==> src/rtl/seq_mult_param.sv <==
// Sequential shift-add multiplier with early termination and per-transaction
// signed/unsigned mode; magnitudes are multiplied and the sign is applied in NORM.
module seq_mult_param #(
  parameter int WIDTH = 8,
  parameter int CW    = $clog2(WIDTH + 1)
) (
  input  logic                 clk,
  input  logic                 rst,
  input  logic                 in_valid,
  output logic                 in_ready,
  input  logic                 signed_mode,
  input  logic [WIDTH-1:0]     multiplicand,
  input  logic [WIDTH-1:0]     multiplier,
  output logic                 out_valid,
  input  logic                 out_ready,
  output logic [2*WIDTH-1:0]   product,
  output logic [CW-1:0]        iters
);

  typedef enum logic [1:0] {IDLE, RUN, NORM, DONE} state_t;

  state_t state, state_nxt;

  logic [WIDTH-1:0]   acc_a;
  logic [WIDTH-1:0]   q;
  logic [WIDTH-1:0]   b_mag;
  logic [WIDTH-1:0]   m;
  logic               c;
  logic [CW-1:0]      k;
  logic               neg;

  logic [WIDTH-1:0]   a_in_mag;
  logic [WIDTH-1:0]   b_in_mag;
  logic [WIDTH:0]     sum;
  logic [2*WIDTH:0]   shifted;
  logic [WIDTH-1:0]   m_nxt;
  logic [CW-1:0]      k_nxt;
  logic               last_iter;
  logic [CW-1:0]      shamt;
  logic [2*WIDTH-1:0] mag;

  // The most negative value maps to 2^(WIDTH-1), which still fits unsigned.
  function automatic logic [WIDTH-1:0] magnitude(input logic [WIDTH-1:0] x,
                                                 input logic sm);
    return (sm && x[WIDTH-1]) ? (~x + 1'b1) : x;
  endfunction

  assign a_in_mag  = magnitude(multiplicand, signed_mode);
  assign b_in_mag  = magnitude(multiplier, signed_mode);
  assign sum       = {c, acc_a} + {1'b0, (q[0] ? b_mag : '0)};
  assign shifted   = {sum, q} >> 1;
  assign m_nxt     = m >> 1;
  assign k_nxt     = k + 1'b1;
  assign last_iter = (m_nxt == '0) || (k_nxt == CW'(WIDTH));
  // After k iterations the product sits left-aligned by WIDTH-k in {A,Q}.
  assign shamt     = CW'(WIDTH) - k;
  assign mag       = (k == '0) ? '0 : ({acc_a, q} >> shamt);

  assign in_ready  = (state == IDLE);
  assign out_valid = (state == DONE);

  always_ff @(posedge clk or posedge rst) begin
    if (rst) state <= IDLE;
    else     state <= state_nxt;
  end

  always_comb begin
    state_nxt = state;
    case (state)
      IDLE: if (in_valid)
              state_nxt = ((a_in_mag == '0) || (b_in_mag == '0)) ? NORM : RUN;
      RUN:  if (last_iter) state_nxt = NORM;
      NORM: state_nxt = DONE;
      DONE: if (out_ready) state_nxt = IDLE;
      default: state_nxt = IDLE;
    endcase
  end

  always_ff @(posedge clk or posedge rst) begin
    if (rst) begin
      acc_a   <= '0;
      q       <= '0;
      b_mag   <= '0;
      m       <= '0;
      c       <= 1'b0;
      k       <= '0;
      neg     <= 1'b0;
      product <= '0;
      iters   <= '0;
    end else begin
      case (state)
        IDLE: if (in_valid) begin
          b_mag <= a_in_mag;
          q     <= b_in_mag;
          m     <= b_in_mag;
          neg   <= signed_mode & (multiplicand[WIDTH-1] ^ multiplier[WIDTH-1]);
          acc_a <= '0;
          c     <= 1'b0;
          k     <= '0;
        end
        RUN: begin
          c     <= shifted[2*WIDTH];
          acc_a <= shifted[2*WIDTH-1:WIDTH];
          q     <= shifted[WIDTH-1:0];
          m     <= m_nxt;
          k     <= k_nxt;
        end
        NORM: begin
          product <= neg ? -mag : mag;
          iters   <= k;
        end
        default: ;
      endcase
    end
  end

endmodule

==> config.mk <==
export PLATFORM = sky130hd
export DESIGN_NAME = seq_mult_param
export DESIGN_NICKNAME = d
export VERILOG_FILES = /design/src/rtl/seq_mult_param.sv
export SDC_FILE = /design/constraint.sdc
export NUM_CORES = 1
export LEC_CHECK = 0
export CAP_MARGIN = 5
export CORE_MARGIN = 10
export CORE_UTILIZATION = 50
export DETAILED_ROUTE_END_ITERATION = 10
export HOLD_SLACK_MARGIN = 0.08
export PLACE_DENSITY_LB_ADDON = 0.15
export SLEW_MARGIN = 20
export SYNTH_ARGS = -nofsm -noshare
export SYNTH_HDL_FRONTEND = slang
export SYNTH_SLANG_ARGS = --single-unit
export TNS_END_PERCENT = 10
==> constraint.sdc <==
create_clock -name clk -period 3.95 [get_ports clk]
set_input_delay 0.395 -clock clk [delete_from_list [all_inputs] [get_ports clk]]
set_output_delay 0.395 -clock clk [all_outputs]
set_load 0.05 [all_outputs]
==> impl_summary.md <==
Finish
Relative to the synthesized area, the layout overhead comes to 16.7%. Of the cells placed in the final design, the portion with a size suffix greater than 1 is 12.6%. After the last flow step, the layout net total stands at about 560.

0 antenna diodes ended up in the layout. Once layout is complete, the cells apart from fillers number approximately 630.

Floorplan
The area of the die is between 10,000 and 15,000 um^2. The floorplan step set the die height to 113 um. In this run the count of I/O pins placed on the die edge is 43. The count of standard-cell rows is 33. The starting density of the core is 51.8%. In this run the standard cell core region covers around 8300 um^2. The horizontal extent of the die is 113 um.

Pwr
The analysis attributes to cell leakage a power of 0.00217 uW. Net switching is slightly below 50% of the power. The net switching power is approximately 2300 uW. Combinational logic burns 66.0% of the power. The relative contribution of sequential cells to total power is 22.8%. The clock share of power is 11.2%. For this design the ratio of total power to cell area is 950 nW/um^2. The internal power component is around 2400 uW. The worst supply voltage drop on vdd is around 320 uV.

Logic synthesis
The post-synthesis sequential area ratio is 33.9%. For this run, the leading register cell type out of synthesis is sky130_fd_sc_hd__dfrtp_1. Sorting the synthesized cells by area gives the leading types as sky130_fd_sc_hd__dfrtp_1, sky130_fd_sc_hd__o21ai_0, sky130_fd_sc_hd__mux2_2. Yosys mapped the design onto 57 distinct sky130hd cell types. The proportion of netlist area held by the largest area contributor is 33.9%. In this run, synthesis inferred 0 flip-flops with an integrated enable.

The share of synthesized flip-flops with an asynchronous set or reset is 100%. The instance count of the mapped netlist is 479. In this run the cell area of the synthesized design comes to around 4300 um^2. The number of nets handed over by synthesis was 518. Yosys printed 0 warnings.

sky130_fd_sc_hd__dfrtp_1 takes more of the synthesized area than any other cell. The mean post-synth cell area is 8.93 um^2. Counting flops and latches in the post-synthesis netlist gives just under 60.

Timing
The minimum hold slack is 0.475 ns. For the pin with the worst max-slew slack, the measured transition is 0.916 ns. The portion of the clock cycle consumed by the worst path in the final layout is between 90% and 100%. The total negative slack for setup checks is 0 ns. For the final database, setup skew stands at roughly 0.0067 ns. Measured against its own limit, the worst slew margin works out to 38.8%. Setup slack on the critical path of the routed design comes to 0.379 ns. The max-slew violation count was 0. The final number of setup-violating endpoints is 0.

The maximum achievable frequency is 0.280 GHz. The hold violation count in the final report came to 0. The time the final worst path needs with I/O delays and setup is 3.57 ns.

Setup repair after global routing left no endpoint under its margin.

Clock tree
The clock input transition at the sequential cells of the worst setup and hold paths is 0.06 ns. The root cell of the clock tree is sky130_fd_sc_hd__clkbuf_8. The total clock sinks is 58. The H-tree was split into 3 levels. The CTS tree is yes. The buffer count from post-CTS setup fixing is 0. Buffers inserted to repair hold after CTS numbered 0. The number of gates resized after CTS was 0.

The clock latency of the later-clocked register in the worst-skew pair is 0.34 ns. The clock buffer count from CTS is 9. No sink is reached through more buffers than the 2 on the longest clock path.

Setup path
In this run the critical register-to-register path is captured at product[6]$_DFFE_PP0P_. For the worst flop-to-flop path, the logic depth is 11. Data on the critical path arrives at its endpoint at about 3.8 ns. In this run the worst path has a maximum fanout of 12.

STA classifies the critical path startpoint as a register. STA classifies the critical path endpoint as a register. The critical path required time is around 4.2 ns. The reg2reg setup slack is 0.38 ns. The critical register-to-register path startpoint is k[0]$_DFFE_PP0P_. By startpoint and endpoint, the worst setup path is classified as register to register.

Global routing
The number of global-route vias before repair is ~3,500. The total global-route track usage is 15.4%. The wire length of the first global-routing pass is between 15,000 and 20,000 um. Entering global routing, the biggest net connects 38 pins. The initial antenna violation count was 0. The final global-route overflow total is 0.

Placement
The post-placement cell count is 613. The global placer's final weighted congestion is about 0.91. Once detailed placement completed, the half-perimeter wirelength came to 7520 um. Buffers placed on the I/O ports in this run total 42. Timing analysis after detailed placement gives a worst setup slack of 0.400 ns.

Detailed routing
In the routed design, unresolved DRC markers number 0. The final layout contains routed wiring with a total length of between 9000 and 10,000 um. The number of detailed-route iterations in the first pass is 4. The count of nets left with antenna violations once routing finished came out at 0. The mean routed wirelength per cell is 15.6 um. After detailed routing, the number of vias per cell comes to about 5.7. The overall via count from detail_route is 3,579. After the first detailed-routing iteration, the DRC count stood at 155.

Worst hold path
The number of instances on the worst hold path is 2. The path class of the tightest hold or removal check is register to register. The worst min-delay path endpoint is b_mag[0]$_DFFE_PP0P_.

The startpoint identified for the worst hold timing path is b_mag[0]$_DFFE_PP0P_.

Status
The flow ran to the end, and the final reports show no timing, DRC or antenna violations.

Job
The total of max-cap violations is 0.
area by class of cell:
class,instances,area [um^2]
fillers,729,3260
multi-input cells,378,2650
flip-flops and latches,58,1450
repair buffers,54,510
clock buffers,12,145
well taps,105,131
inverters,18,67.6
clock inverters,3,40.0
worst max-delay path by stage:
stage	depth (start not counted)	endpoint	startpoint	slack, ns
3_3_place_gp	11	product[6]$_DFFE_PP0P_	k[0]$_DFFE_PP0P_	0.53
5_1_grt	11	product[6]$_DFFE_PP0P_	k[0]$_DFFE_PP0P_	0.15
2_1_floorplan	15	product[6]$_DFFE_PP0P_	k[0]$_DFFE_PP0P_	0.43
6_report	11	product[6]$_DFFE_PP0P_	k[0]$_DFFE_PP0P_	0.38
3_5_place_dp	11	product[6]$_DFFE_PP0P_	k[0]$_DFFE_PP0P_	0.40
4_1_cts	11	product[6]$_DFFE_PP0P_	k[0]$_DFFE_PP0P_	0.39
cells by family (layout without fill, tap and decap cells):
family / after synthesis / count (layout) / share of synthesized area [%]
adder cells (fa/ha/maj): 18 / 18 / 5.44
buffers and inverters: 43 / 87 / 4.27
AND/OR/NAND/NOR: 153 / 153 / 16.9
AO/OA/AOI/OAI: 127 / 127 / 18.8
flip-flops: 58 / 58 / 33.9
multiplexers: 48 / 48 / 14.2
XOR/XNOR: 32 / 32 / 6.55
through the flow:
stage                     area [um^2]  util [%]  power [uW]
final                            4990      60.5        4750
after detailed placement         4810      58.2        4220
after floorplan                  4280         -        3460
after global routing             4990      60.5        5140
after CTS                        4990      60.5        4770
after global placement           4810      58.2        4150
synthesized netlist by cell type (12+ instances only):
cell type and instances:
sky130_fd_sc_hd__nor2_1 31, sky130_fd_sc_hd__o31ai_1 12, sky130_fd_sc_hd__mux2_2 23, sky130_fd_sc_hd__inv_1 17
sky130_fd_sc_hd__a21oi_1 25, sky130_fd_sc_hd__dfrtp_1 58, sky130_fd_sc_hd__xnor2_1 23, sky130_fd_sc_hd__mux2i_1 17
sky130_fd_sc_hd__and2_1 13, sky130_fd_sc_hd__o21ai_0 60, sky130_fd_sc_hd__nand2_1 59, sky130_fd_sc_hd__clkbuf_1 19
sky130_fd_sc_hd__ha_1 17
registers in the layout, summed over array words and instances (netlist names):
register / cells
acc_a: 8
b_mag: 8
iters: 4
k: 4
m: 7
neg: 1
product: 16
q: 8
state: 2
critical path, stage by stage, from the launching register on:
cell,delay [ns]
sky130_fd_sc_hd__dfrtp_1,0.34
sky130_fd_sc_hd__inv_1,0.06
sky130_fd_sc_hd__ha_1,0.55
sky130_fd_sc_hd__mux2_2,0.41
sky130_fd_sc_hd__mux4_1,0.56
sky130_fd_sc_hd__a32o_1,0.23
sky130_fd_sc_hd__a31oi_1,0.24
sky130_fd_sc_hd__ha_1,0.22
sky130_fd_sc_hd__nand2_1,0.15
sky130_fd_sc_hd__o31ai_1,0.32
sky130_fd_sc_hd__xor2_1,0.10
sky130_fd_sc_hd__mux2_2,0.27
routing by layer:
metal | up-vias | track usage (%) | part of all wire [%]
li1 | 1785 | - | -
met1 | 1698 | 18.8 | 45
met2 | 77 | 25.4 | 48
met3 | 19 | 2.88 | 3.9
met4 | 0 | 7.61 | 2.4
met5 | - | 0 | 0
cell usage in the layout, fill, tap and decap left out, types with 3 or more instances in the layout:
cell	netlist	routed
sky130_fd_sc_hd__ha_1	17	17
sky130_fd_sc_hd__nor3_1	4	4
sky130_fd_sc_hd__or3_1	3	3
sky130_fd_sc_hd__nand3_1	11	11
sky130_fd_sc_hd__clkdlybuf4s50_1	0	42
sky130_fd_sc_hd__clkbuf_8	0	10
sky130_fd_sc_hd__o21ai_0	60	59
sky130_fd_sc_hd__nand2_1	59	59
sky130_fd_sc_hd__dfrtp_1	58	58
sky130_fd_sc_hd__mux2_2	23	23
sky130_fd_sc_hd__mux2i_1	17	17
sky130_fd_sc_hd__xor2_1	9	9
sky130_fd_sc_hd__xnor2_1	23	23
sky130_fd_sc_hd__nor4_1	4	4
sky130_fd_sc_hd__nor2b_1	9	9
sky130_fd_sc_hd__o21bai_1	3	3
sky130_fd_sc_hd__inv_1	17	16
sky130_fd_sc_hd__nand2b_1	9	9
sky130_fd_sc_hd__buf_4	1	12
sky130_fd_sc_hd__mux4_2	6	6
sky130_fd_sc_hd__a21oi_1	25	25
sky130_fd_sc_hd__and2_1	13	13
sky130_fd_sc_hd__nor2_1	31	31
sky130_fd_sc_hd__a31oi_1	3	3
sky130_fd_sc_hd__o31ai_1	12	12
power groups by stage:
stage,Combinational (uW),Sequential [uW],Clock [uW]
global route,3450,1120,567
global placement,3070,1080,0
finish,3130,1080,531
CTS,3140,1080,548
detailed placement,3120,1090,0
floorplan,2140,1320,0
No activity file was read; power rests on OpenSTA's default activity.
